File: src/rtl/alu_seq.sv
// alu_seq: registered, handshaked ALU with an iterative shift-add unsigned multiply
package alu_pkg;
  typedef enum logic [2:0] {ALU_ADD, ALU_SUB, ALU_AND, ALU_OR, ALU_XOR, ALU_SLT, ALU_NOR} alu_control_t;
endpackage

module alu import alu_pkg::*; #(parameter int N = 32) (
  input  logic [N-1:0] a,
  input  logic [N-1:0] b,
  input  alu_control_t control,
  output logic [N-1:0] y,
  output logic         overflow
);
  logic [N-1:0] sum, diff;
  assign sum  = a + b;
  assign diff = a - b;
  // overflow is the signed overflow of ADD/SUB; logic ops never overflow
  always_comb begin
    y        = '0;
    overflow = 1'b0;
    case (control)
      ALU_ADD: begin
        y        = sum;
        overflow = (a[N-1] == b[N-1]) && (sum[N-1] != a[N-1]);
      end
      ALU_SUB: begin
        y        = diff;
        overflow = (a[N-1] != b[N-1]) && (diff[N-1] != a[N-1]);
      end
      ALU_AND: y = a & b;
      ALU_OR:  y = a | b;
      ALU_XOR: y = a ^ b;
      ALU_SLT: y = {{(N-1){1'b0}}, ($signed(a) < $signed(b))};
      ALU_NOR: y = ~(a | b);
      default: y = '0;
    endcase
  end
endmodule

module alu_seq import alu_pkg::*; #(parameter int N = 32) (
  input logic     clk,
  input logic     rst,
  alu_seq_if.slave bus
);
  localparam int CW = $clog2(N + 1);
  typedef enum logic [1:0] {IDLE, MUL, HOLD} state_t;
  state_t         state, state_nxt;
  logic [2*N-1:0] mcand, acc, acc_nxt;
  logic [N-1:0]   mplier, alu_y;
  logic [CW-1:0]  cnt;
  logic           alu_ovf, accept, last, eq_q;
  alu #(.N(N)) u_alu (
    .a(bus.a), .b(bus.b), .control(alu_control_t'(bus.control)), .y(alu_y), .overflow(alu_ovf)
  );
  assign bus.in_ready  = (state == IDLE) | ((state == HOLD) & bus.out_ready);
  assign bus.out_valid = state == HOLD;
  assign bus.busy      = state == MUL;
  assign accept        = bus.in_valid & bus.in_ready;
  assign last          = (state == MUL) && (cnt == CW'(1));
  assign acc_nxt       = acc + (mplier[0] ? mcand : '0);
  always_ff @(posedge clk or negedge rst)
    if (!rst) state <= IDLE;
    else      state <= state_nxt;
  always_comb begin
    state_nxt = state;
    if (accept)                                state_nxt = bus.mul ? MUL : HOLD;
    else if (last)                             state_nxt = HOLD;
    else if ((state == HOLD) && bus.out_ready) state_nxt = IDLE;
  end
  // a == b is captured at accept so the multiply needs no operand copies
  always_ff @(posedge clk or negedge rst) begin
    if (!rst) begin
      mcand        <= '0;
      mplier       <= '0;
      acc          <= '0;
      cnt          <= '0;
      eq_q         <= 1'b0;
      bus.result   <= '0;
      bus.overflow <= 1'b0;
      bus.zero     <= 1'b0;
      bus.equal    <= 1'b0;
    end else if (accept && !bus.mul) begin
      bus.result   <= alu_y;
      bus.overflow <= alu_ovf;
      bus.zero     <= alu_y == '0;
      bus.equal    <= bus.a == bus.b;
    end else if (accept) begin
      mcand  <= {{N{1'b0}}, bus.a};
      mplier <= bus.b;
      acc    <= '0;
      cnt    <= CW'(N);
      eq_q   <= bus.a == bus.b;
    end else if (state == MUL) begin
      acc    <= acc_nxt;
      mcand  <= mcand << 1;
      mplier <= mplier >> 1;
      cnt    <= cnt - CW'(1);
      if (last) begin
        bus.result   <= acc_nxt[N-1:0];
        bus.overflow <= |acc_nxt[2*N-1:N];
        bus.zero     <= acc_nxt[N-1:0] == '0;
        bus.equal    <= eq_q;
      end
    end
  end
endmodule

File: src/rtl/alu_seq_if.sv
// alu_seq_if: operand/result handshake bundle for alu_seq
interface alu_seq_if #(parameter int N = 32);
  logic         in_valid, in_ready, mul, out_valid, out_ready, overflow, zero, equal, busy;
  logic [N-1:0] a, b, result;
  logic [2:0]   control;
  modport master (
    output in_valid, a, b, control, mul, out_ready,
    input  in_ready, out_valid, result, overflow, zero, equal, busy
  );
  modport slave (
    input  in_valid, a, b, control, mul, out_ready,
    output in_ready, out_valid, result, overflow, zero, equal, busy
  );
endinterface

File: src/flat_wrapper.sv
// flat-port wrapper written by rule: the top's interface ports become plain ports
module alu_seq_flat import alu_pkg::*;
#(parameter int N = 32)
  (clk, rst, bus_in_valid, bus_a, bus_b, bus_control, bus_mul, bus_out_ready, bus_in_ready, bus_out_valid, bus_result, bus_overflow, bus_zero, bus_equal, bus_busy);
  alu_seq_if #(.N(N)) bus_i ();
  input logic clk;
  input logic rst;
  input wire logic [$bits(bus_i.in_valid)-1:0] bus_in_valid;
  input wire logic [$bits(bus_i.a)-1:0] bus_a;
  input wire logic [$bits(bus_i.b)-1:0] bus_b;
  input wire logic [$bits(bus_i.control)-1:0] bus_control;
  input wire logic [$bits(bus_i.mul)-1:0] bus_mul;
  input wire logic [$bits(bus_i.out_ready)-1:0] bus_out_ready;
  output wire logic [$bits(bus_i.in_ready)-1:0] bus_in_ready;
  output wire logic [$bits(bus_i.out_valid)-1:0] bus_out_valid;
  output wire logic [$bits(bus_i.result)-1:0] bus_result;
  output wire logic [$bits(bus_i.overflow)-1:0] bus_overflow;
  output wire logic [$bits(bus_i.zero)-1:0] bus_zero;
  output wire logic [$bits(bus_i.equal)-1:0] bus_equal;
  output wire logic [$bits(bus_i.busy)-1:0] bus_busy;
  assign bus_i.in_valid = bus_in_valid;
  assign bus_i.a = bus_a;
  assign bus_i.b = bus_b;
  assign bus_i.control = bus_control;
  assign bus_i.mul = bus_mul;
  assign bus_i.out_ready = bus_out_ready;
  assign bus_in_ready = bus_i.in_ready;
  assign bus_out_valid = bus_i.out_valid;
  assign bus_result = bus_i.result;
  assign bus_overflow = bus_i.overflow;
  assign bus_zero = bus_i.zero;
  assign bus_equal = bus_i.equal;
  assign bus_busy = bus_i.busy;
  alu_seq #(.N(N)) u_core (.clk(clk), .rst(rst), .bus(bus_i));
endmodule
File: config.mk
export PLATFORM = sky130hd
export DESIGN_NAME = alu_seq_flat
export DESIGN_NICKNAME = d
export VERILOG_FILES = /design/src/rtl/alu_seq.sv /design/src/rtl/alu_seq_if.sv /design/src/flat_wrapper.sv
export SDC_FILE = /design/constraint.sdc
export NUM_CORES = 1
export LEC_CHECK = 0
export CORE_MARGIN = 1.5
export CORE_UTILIZATION = 45
export CTS_BUF_LIST = sky130_fd_sc_hd__clkbuf_4 sky130_fd_sc_hd__clkbuf_8
export CTS_CLUSTER_SIZE = 12
export DETAILED_ROUTE_END_ITERATION = 12
export HOLD_SLACK_MARGIN = 0.03
export PLACE_DENSITY = 0.75
export SYNTH_ARGS = -nofsm -noshare
export SYNTH_HDL_FRONTEND = slang
export SYNTH_HIERARCHICAL = 1
export SYNTH_SLANG_ARGS = --single-unit
File: constraint.sdc
create_clock -name clk -period 7.2 [get_ports clk]
set_clock_uncertainty 0.15 [all_clocks]
set_input_delay 0.72 -clock clk [delete_from_list [all_inputs] [get_ports clk]]
set_output_delay 0.72 -clock clk [all_outputs]
set_load 0.03 [all_outputs]
### Yosys cells after proc, flatten, opt, wreduce, memory -nomap -nowiden

Cells that the tools add are included.

* add/sub/neg operators: 4
* $lt $le $gt $ge: 1
* equal/unequal tests: 15
* mux-type cells: 31
* bitwise logic cells: 8
* reductions and logical operators: 18

Operators by type and width (count)
* 2-to-1 mux 64 bit: 5
* one-hot mux 32 bit (7 select lines): 1
* 2-to-1 mux 32 bit: 6
* adder 64 bit: 1
* zero test 32 bit: 2
* adder 32 bit: 1
* AND 32 bit: 1
* equality test 32 bit: 1
* < comparator 32 bit: 1
* NOT 32 bit: 1
* bitwise OR 32 bit: 1
* OR reduction 32 bit: 1
* subtractor 32 bit: 1
* XOR 32 bit: 1
* 2-to-1 mux 1 bit: 12
* 2-to-1 mux 6 bit: 2
* equality test 3 bit, second input constant: 3
* 2-to-1 mux 2 bit: 4
* equality test 3 x 2 -> 1 bit, second input constant: 2
* equality test 6 x 1 -> 1 bit, second input constant: 1
* nonzero test 2 bit: 3
* subtractor 6 x 1 -> 6 bit, second input constant: 1
* logical AND 1 bit: 5
* AND reduction 2 bit: 2
* 15 further kinds: 18

* register bits after elaboration: 204
* input bits: 72
* word-level logic and storage cells: 87

### Depth between registers and ports, before layout

Gate-level depths: netlist of run 1.

* word-level depth: 7
* gate-level depth with buffers: 17
* mapped depth without buffers: 17

### Cells and area by module

Netlist of run 1, hierarchy kept.

Modules (own cells, without submodules)
* alu_seq: times used 1, cells an instance 1622, area an instance 13406.6 µm², seq. area each 5104.9 µm²
* alu: times used 1, cells an instance 813, area an instance 5385.2 µm², seq. area each 0.0 µm²

### Worst setup path after synthesis of run 1

OpenSTA, ideal clock, no wires.

* path type: input to register
* start: input bus_a[15]
* end: register u_core.bus.zero
* arrival: 4205 ps
* required time: 6963 ps
* setup slack: 2758 ps
* stages on the path: 17
* buffers on the path: 1
* path through: inv_1 > ha_1 > buf_6 > or4_4 > or3_1 > and3b_1 > nor4bb_1 > a222oi_1 > a21boi_1 > o22ai_2 > mux2_1 > a311o_1 > nor4_1 > nand4_1 > nor2_1 > a31oi_1 > a22oi_1

* elaborated cells on any way between the ends: 10

RTL lines
* from (decl): RTL line flat_wrapper.sv:9 `input wire logic [$bits(bus_i.a)-1:0] bus_a;`
* subtractor 32 bit or adder 32 bit (tied branches): RTL line alu_seq.sv:15, alu_seq.sv:14
* one-hot mux 32 bit (7 select lines) (*): RTL line alu_seq.sv:20 `case (control)`
* net u_core.alu_y[30]: RTL line alu_seq.sv:48 `logic [N-1:0] mplier, alu_y;`
* zero test 32 bit (*): RTL line alu_seq.sv:84 `bus.zero <= alu_y == '0;`
* 2-to-1 mux 1 bit (*): RTL line alu_seq.sv:81 `end else if (accept && !bus.mul) begin`
* to (signal assigned): RTL line alu_seq.sv:79 `bus.zero <= 1'b0;`
* to (signal assigned): RTL line alu_seq.sv:84
* to (signal assigned): RTL line alu_seq.sv:100 `bus.zero <= acc_nxt[N-1:0] == '0;`
* to (decl): RTL line alu_seq_if.sv:12 `output in_ready, out_valid, result, overflow, zero, equal, busy`

Mark *: on every way through the listed nets, which the timed path passes. The rest lies on a longest branch.
A chain may end at the register's enable or synchronous reset.

### Worst setup path after layout of run 1

* start: register u_core.mplier[0]
* end: register u_core.bus.overflow

* longest elaborated chain between the ends: 7

RTL lines
* from (decl): RTL line alu_seq.sv:48
* from (signal assigned): RTL line alu_seq.sv:88 `mplier <= bus.b;`
* from (signal assigned): RTL line alu_seq.sv:95 `mplier <= mplier >> 1;`
* 2-to-1 mux 64 bit: RTL line alu_seq.sv:59 `assign acc_nxt = acc + (mplier[0] ? mcand : '0);`
* adder 64 bit: RTL line alu_seq.sv:59
* OR reduction 32 bit: RTL line alu_seq.sv:99 `bus.overflow <= |acc_nxt[2*N-1:N];`
* 2-to-1 mux 1 bit: RTL line alu_seq.sv:97 `if (last) begin`
* 2-to-1 mux 1 bit: RTL line alu_seq.sv:92 `end else if (state == MUL) begin`
* 2-to-1 mux 1 bit: RTL line alu_seq.sv:86 `end else if (accept) begin`
* 2-to-1 mux 1 bit: RTL line alu_seq.sv:81
* to (signal assigned): RTL line alu_seq.sv:83 `bus.overflow <= alu_ovf;`
* to (signal assigned): RTL line alu_seq.sv:99
* to (decl): RTL line alu_seq_if.sv:12

Every way passes these cells. The select of a mux whose other input is x is not followed.

==> results of run 1 <==
flip-flops by register name (all words and copies together), names as in the netlist:
signal / count
u_core/cnt: 6
u_core/bus.equal: 1
u_core/eq_q: 1
u_core/bus.zero: 1
u_core/mcand: 64
u_core/acc: 64
u_core/bus.result: 32
u_core/mplier: 32
u_core/state: 2
u_core/bus.overflow: 1
cell usage in the layout, fill, tap and decap left out, drive strengths merged, types with 22 or more instances in the layout:
master         Yosys  layout
a21o              38      38
clkbuf           139      63
clkdlybuf4s50      0     106
xor2              62      62
mux2i             62      62
nor3              37      37
inv              121     123
o21ai            245     245
nor4              40      40
o31ai             23      23
xnor2             48      48
a22oi             48      48
ha               171     171
and2              68      68
dfrtp            204     204
buf               20      22
nand3             70      70
a21oi            186     186
nand4             41      41
nand2            348     348
nor2             142     142
power breakdown:
| group | switching (mW) | total (mW) | leakage (nW) | internal (mW) |
|---|---|---|---|---|
| combinational | 0.505 | 0.795 | 7.09 | 0.290 |
| sequential | 0.0242 | 1.20 | 2.21 | 1.17 |
| clock | 0.550 | 1.24 | 0.457 | 0.691 |
how the worst min path moves through the flow:
stage / from / to / cells after the start
floorplan: rst / u_core/acc[0] / 0
global placement: u_core/mplier[26] / u_core/mplier[26] / 2
detailed placement: u_core/mplier[12] / u_core/mplier[12] / 2
CTS: u_core/mplier[12] / u_core/mplier[12] / 2
global route: u_core/mplier[7] / u_core/mplier[7] / 2
finish: u_core/mplier[26] / u_core/mplier[26] / 2
kinds of logic after synthesis:
| group | after synthesis |
|---|---|
| AND/OR/NAND/NOR | 838 |
| AO/OA/AOI/OAI | 758 |
| buffers and inverters | 282 |
| flip-flops | 204 |
| adder cells (fa/ha/maj) | 174 |
| XOR/XNOR | 110 |
| multiplexers | 69 |
what timing repair did:
action                                 in CTS  in global routing
buffers inserted                            0                  0
endpoints found under the hold margin      50                  0
hold buffers                                1                  0
setup endpoints to repair                   0                  0
per-stage QoR:
stage	utilization [%]	instance area, um2	power (mW)	hold WS (ns)	setup WS (ns)
detailed placement	49.01	20100	1.988	0.3222	1.616
global placement	49.01	20100	1.982	0.3147	1.664
finish	51.09	20950	3.233	0.3300	1.822
CTS	51.07	20950	3.248	0.3347	1.929
global route	51.07	20950	3.381	0.3473	1.666
floorplan	-	18790	1.697	0.2744	2.758
Yosys cell counts, types with 38 or more instances:
cell        n  share of area (%)
o21ai_0   233                6.2
nor4_1     40                1.3
xnor2_1    48                2.2
a22oi_1    48                1.9
ha_1      171                 11
nand3_1    70                1.9
a21oi_1   186                5.0
clkbuf_1  139                2.8
mux2i_1    62                3.3
nor2_1    142                2.8
nand2_1   348                7.0
nand4_1    41                1.4
xor2_1     62                2.9
dfrtp_1   204                 27
inv_1     120                2.4
and2_1     68                2.3
a21o_1     38                1.5
critical path, cell delays in order (launching register included):
cell,delay (ns)
dfrtp_1,0.40
buf_4,0.50
and2_1,0.21
ha_1,0.30
a21oi_1,0.31
o21ai_1,0.13
a21oi_1,0.29
nor3_1,0.10
nor4b_1,0.62
a21oi_1,0.32
or3_1,0.43
a2111oi_0,0.57
nand4_1,0.25
nor4_1,0.44
a22oi_1,0.15
cell type report:
cell class / instances / area (um2) / share of cell area, %
Clock buffer: 62 / 778.2 / 3.714
Sequential cell: 204 / 5105 / 24.36
Antenna cell: 2 / 5.005 / 0.02388
Clock inverter: 10 / 60.06 / 0.2866
Timing Repair Buffer: 130 / 1245 / 5.941
Tap cell: 532 / 665.6 / 3.177
Inverter: 123 / 461.7 / 2.203
Multi-Input combinational cell: 1949 / 12630 / 60.29
routing by layer:
| metal | track usage [%] | share of wire (%) | up-vias |
|---|---|---|---|
| met1 | 39.97 | 44 | 8984 |
| met5 | 0 | 0.015 | - |
| li1 | - | - | 8741 |
| met4 | 11.41 | 3.9 | 2 |
| met2 | 48.24 | 46 | 724 |
| met3 | 5.068 | 6.5 | 157 |
==> impl_metrics.env, run 1 <==
export IMPL_fmax_mhz=185.9
export IMPL_yosys_warnings=6
export IMPL_initial_core_util_pct=45.81
export IMPL_cts_max_path_buffers=3
export IMPL_area_growth_pct=11.51
export IMPL_synth_top_family_by_area="compound AO/OA/AOI/OAI gates"
export IMPL_rows=74
export IMPL_irDropWorstVdd_v=0.0001334
export IMPL_cts_tree="built"
export IMPL_rsz0062_at_grt="false"
export IMPL_worstPathRequired_ns=7.52
export IMPL_clk_insertion_delay_late_ns=0.62
export IMPL_syn_avg_cell_area_um2=7.717
export IMPL_antenna_found_initial=2
export IMPL_io_buffers=109
export IMPL_finalHoldViolCount=0
export IMPL_syn_inst=2435
export IMPL_ant_nets=0
export IMPL_p_per_area_nw_per_um2=154.3
export IMPL_gp_congestion=0.9684
export IMPL_wl_per_cell_um=21.69
export IMPL_status="finished, final reports clean"
export IMPL_slew_headroom_pct=18.15
export IMPL_hold_path_class="reg -> reg"
export IMPL_cts_buffers=41
export IMPL_hpwlAfterDp_um=48040
export IMPL_synth_simple_area_share_pct=21.09
export IMPL_crit_reg2reg_launch="u_core/mplier[0]"
export IMPL_setup_tns_ns=0
export IMPL_die_w_um=207.4
export IMPL_maxSlewViolCount=0
export IMPL_synth_area_um2=18790
export IMPL_async_reset_ff_share_pct=100.0
export IMPL_drt_initial_drc_count=1740
export IMPL_overflow=0
export IMPL_crit_end="u_core/bus.overflow"
export IMPL_cp_startpoint="u_core/mplier[0]"
export IMPL_synth_adder_area_share_pct=11.71
export IMPL_cts_resized_gates=0
export IMPL_first_pass_iters=6
export IMPL_grt_max_degree=103
export IMPL_synth_flop_cell="dfrtp_1"
export IMPL_synth_edf_count=0
export IMPL_leakagePower_nw=9.757
export IMPL_htreeDepth=2
export IMPL_max_cap_violations=0
export IMPL_fillers=3971
export IMPL_core_um2=41020
export IMPL_rr_endpoint="u_core/bus.overflow"
export IMPL_post_route_period_util_pct=74.70
export IMPL_wl_um=65320
export IMPL_post_route_min_period_ns=5.379
export IMPL_reg2reg_depth=14
export IMPL_synth_compound_area_share_pct=25.43
export IMPL_grt_usage_pct=29.88
export IMPL_drc_errors=0
export IMPL_pin_count=110
export IMPL_cp_start_kind="register"
export IMPL_clkTransAtPathRegs_ns=0.06
export IMPL_via_count=18610
export IMPL_tightest_slew_ns=1.223
export IMPL_cp_max_fo=61
export IMPL_drive_gt1_share_pct=5.408
export IMPL_ys_seq_elements=204
export IMPL_drt_vias_per_instance=6.178
export IMPL_nets=2695
export IMPL_grt_pass1_wl_um=102500
export IMPL_synth_xor_area_share_pct=5.127
export IMPL_endpoint_kind="register"
export IMPL_dieArea_um2=42990
export IMPL_cts_root_buf="clkbuf_8"
export IMPL_cts_sinks=204
export IMPL_instances_no_fill=3012
export IMPL_grt_pass1_vias=18030
export IMPL_rrSetupSlack_ns=1.82
export IMPL_synth_cell_types=89
export IMPL_placed_cells=2937
export IMPL_ys_seq_area_share_pct=27.17
export IMPL_critPathArrivalTime_ns=5.70
export IMPL_synthMuxAreaShare_pct=3.722
export IMPL_setup_viol=0
export IMPL_criticalPathCategory="reg -> reg"
export IMPL_syn_num_nets=2681
export IMPL_chipHeight_um=207.4
Note: power is estimated with default switching activity, not from simulation.
==> inputs of run 2 (changes only) <==
--- a/config.mk
+++ b/config.mk
@@ -11,7 +11,7 @@
 export CTS_CLUSTER_SIZE = 12
 export DETAILED_ROUTE_END_ITERATION = 12
 export HOLD_SLACK_MARGIN = 0.03
-export PLACE_DENSITY = 0.75
+export PLACE_DENSITY = 0.77
 export SYNTH_ARGS = -nofsm -noshare
 export SYNTH_HDL_FRONTEND = slang
 export SYNTH_HIERARCHICAL = 1
==> constraint.sdc (replaced) <==
create_clock -name clk -period 4.9 [get_ports clk]
set_clock_uncertainty 0.15 [all_clocks]
set_input_delay 0.49 -clock clk [delete_from_list [all_inputs] [get_ports clk]]
set_output_delay 0.49 -clock clk [all_outputs]
set_load 0.03 [all_outputs]
==> run 2 against run 1 <==
  * Utilization up 3.0 points
  * Sequential power rose by 46%
  * Critical path depth increased by 5
  * Combinational power increased by 64%
  * First-iteration DRC count is 1.4% lower
  * Final cell count grew 4.8%
  * Sequential cell count did not move
  * Critical endpoint unchanged
  * Largest power group unchanged
==> impl_metrics.env, run 2 (synthesis results as in run 1) <==
export IMPL_pin_count=110
export IMPL_maxSlewViolCount=0
export IMPL_dp_slack_ns=-0.2136
export IMPL_irDropWorstVdd_v=0.0001784
export IMPL_final_cell_mix="nand2_1, o21ai_0, dfrtp_1, a21oi_1, buf_4"
export IMPL_finalHoldViolCount=0
export IMPL_slew_headroom_pct=30.98
export IMPL_io_buffers=109
export IMPL_cts_tree="built"
export IMPL_setup_ws_ns=0.2090
export IMPL_overflow=0
export IMPL_grtUsageMet2_pct=49.40
export IMPL_endpoint_kind="register"
export IMPL_first_pass_iters=8
export IMPL_post_route_min_period_ns=4.691
export IMPL_status="finished, final reports clean"
export IMPL_rr_endpoint="u_core/bus.overflow"
export IMPL_clkTransAtPathRegs_ns=0.06
export IMPL_cp_startpoint="u_core/mplier[0]"
export IMPL_max_cap_violations=0
export IMPL_critPathMaxStageDelay_ns=0.45
export IMPL_antenna_found_initial=2
export IMPL_met3_usage_pct=4.221
export IMPL_post_route_period_util_pct=95.74
export IMPL_clk_insertion_delay_late_ns=0.59
export IMPL_cts_buffers=37
export IMPL_largest_registers="u_core/acc x64, u_core/mcand x64"
export IMPL_cp_start_kind="register"
export IMPL_grt_pass1_vias=18700
export IMPL_hold_path_class="reg -> reg"
export IMPL_grt_usage_pct=30.15
export IMPL_reg2reg_depth=19
export IMPL_wl_um=65820
export IMPL_nets=2846
export IMPL_placed_cells=3092
export IMPL_cpMostUsedCell="buf_4"
export IMPL_initial_core_util_pct=45.81
export IMPL_rrSetupSlack_ns=0.21
export IMPL_worstPathCellList="and2_1, ha_2, inv_1, fa_1, nor2b_2, o2111ai_4, a2111oi_4, buf_4, o21bai_1, a211o_1, a211oi_2, buf_4, o22ai_1, nor4b_2, buf_4, nand4_1, nor4_2, buf_4, a22oi_1"
export IMPL_drive_gt1_share_pct=11.09
export IMPL_leakagePower_nw=10.52
export IMPL_fmax_mhz=213.2
export IMPL_drt_initial_drc_count=1715
export IMPL_setup_viol=0
export IMPL_drt_vias_per_instance=6.057
export IMPL_via_count=19130
export IMPL_dieArea_um2=42990
export IMPL_die_w_um=207.4
export IMPL_met1_usage_pct=40.22
export IMPL_hpwlAfterDp_um=50110
export IMPL_criticalPathCategory="reg -> reg"
export IMPL_grt_max_degree=113
export IMPL_slowest_stage="a2111oi_4"
export IMPL_tightest_slew_ns=1.035
export IMPL_grt_pass1_wl_um=104200
export IMPL_busiest_layer="met2"
export IMPL_core_um2=41020
export IMPL_final_seq_area_um2=5105
export IMPL_cp_max_fo=4
export IMPL_fillers=3866
export IMPL_cts_setup_buffers=0
export IMPL_htreeDepth=2
export IMPL_cts_max_path_buffers=3
export IMPL_area_growth_pct=18.15
export IMPL_crit_end="u_core/bus.overflow"
export IMPL_layout_commonest_cell="nand2_1"
export IMPL_worstPathRequired_ns=5.19
export IMPL_rows=74
export IMPL_wl_per_cell_um=20.84
export IMPL_ant_nets=0
export IMPL_cts_root_buf="clkbuf_8"
export IMPL_instances_no_fill=3158
export IMPL_drc_errors=0
export IMPL_final_core_util_pct=54.13
export IMPL_rsz0062_at_grt="true"
export IMPL_critPathArrivalTime_ns=4.98
export IMPL_cts_sinks=204
export IMPL_chipHeight_um=207.4
export IMPL_multi_input_area_um2=12710
export IMPL_crit_reg2reg_launch="u_core/mplier[0]"
export IMPL_p_per_area_nw_per_um2=221.1
export IMPL_gp_congestion=0.9970
run 2: cell count changes in the layout (fill, tap and decap cells not counted), sizes merged:
cell | previous run | this run
clkbuf | 63 | 55
diode | 2 | 1
bufinv | 0 | 3
clkinv | 10 | 8
inv | 123 | 122
buf | 22 | 177
run 2: worst min-delay path by stage:
stage	start	slack [ns]	to	depth (start not counted)
CTS	u_core/mplier[13]	0.33	u_core/mplier[13]	2
floorplan	rst	0.04	u_core/acc[0]	0
finish	u_core/mplier[25]	0.33	u_core/mplier[25]	2
global route	u_core/mplier[13]	0.35	u_core/mplier[13]	2
detailed placement	u_core/mplier[13]	0.32	u_core/mplier[13]	2
global placement	u_core/mplier[27]	0.31	u_core/mplier[27]	2
run 2: power breakdown:
group / total, mW / internal (mW) / switching, mW
combinational: 1.30 / 0.531 / 0.772
clock: 1.85 / 1.07 / 0.779
sequential: 1.75 / 1.72 / 0.0315
total: 4.91 / 3.33 / 1.58
run 2: final cells by class:
class,count,share of cell area [%]
Timing Repair Buffer,285,10.96
Inverter,123,2.079
Sequential cell,204,22.99
Multi-Input combinational cell,1949,57.23
Clock buffer,54,3.150
Clock inverter,10,0.5804
Antenna cell,1,0.01127
Tap cell,532,2.998
run 2: repair_timing:
action,CTS,global route
gates resized for setup,4,8
setup endpoints to repair,2,2
hold endpoints to repair,111,0
hold buffers,1,0
pin swaps,1,3
run 2: routing by layer:
layer | part of all wire [%] | wire, um | up-vias
met2 | 46 | 30400 | 764
met4 | 3.7 | 2452 | 2
met3 | 6.5 | 4274 | 156
met5 | 0.020 | 13 | -
li1 | - | - | 9046
met1 | 44 | 28670 | 9161
run 2: metrics by stage:
step	setup TNS (ns)	hold WS (ns)	cell area [um2]	power (mW)
2_1_floorplan	0	0.04441	18790	2.494
3_3_place_gp	-0.3545	0.3130	21290	3.045
3_5_place_dp	-0.4182	0.3201	21290	3.054
4_1_cts	0	0.3324	22160	4.937
5_1_grt	-0.03501	0.3517	22200	5.130
6_report	0	0.3273	22200	4.908
run 2: critical path, delay by kind of cell (launching register included):
family	cells	cell delay [ns]
simple gates	5	1.12
fa+ha+maj	2	0.63
compound gates	7	1.48
flops	1	0.43
buf+inv	5	0.73
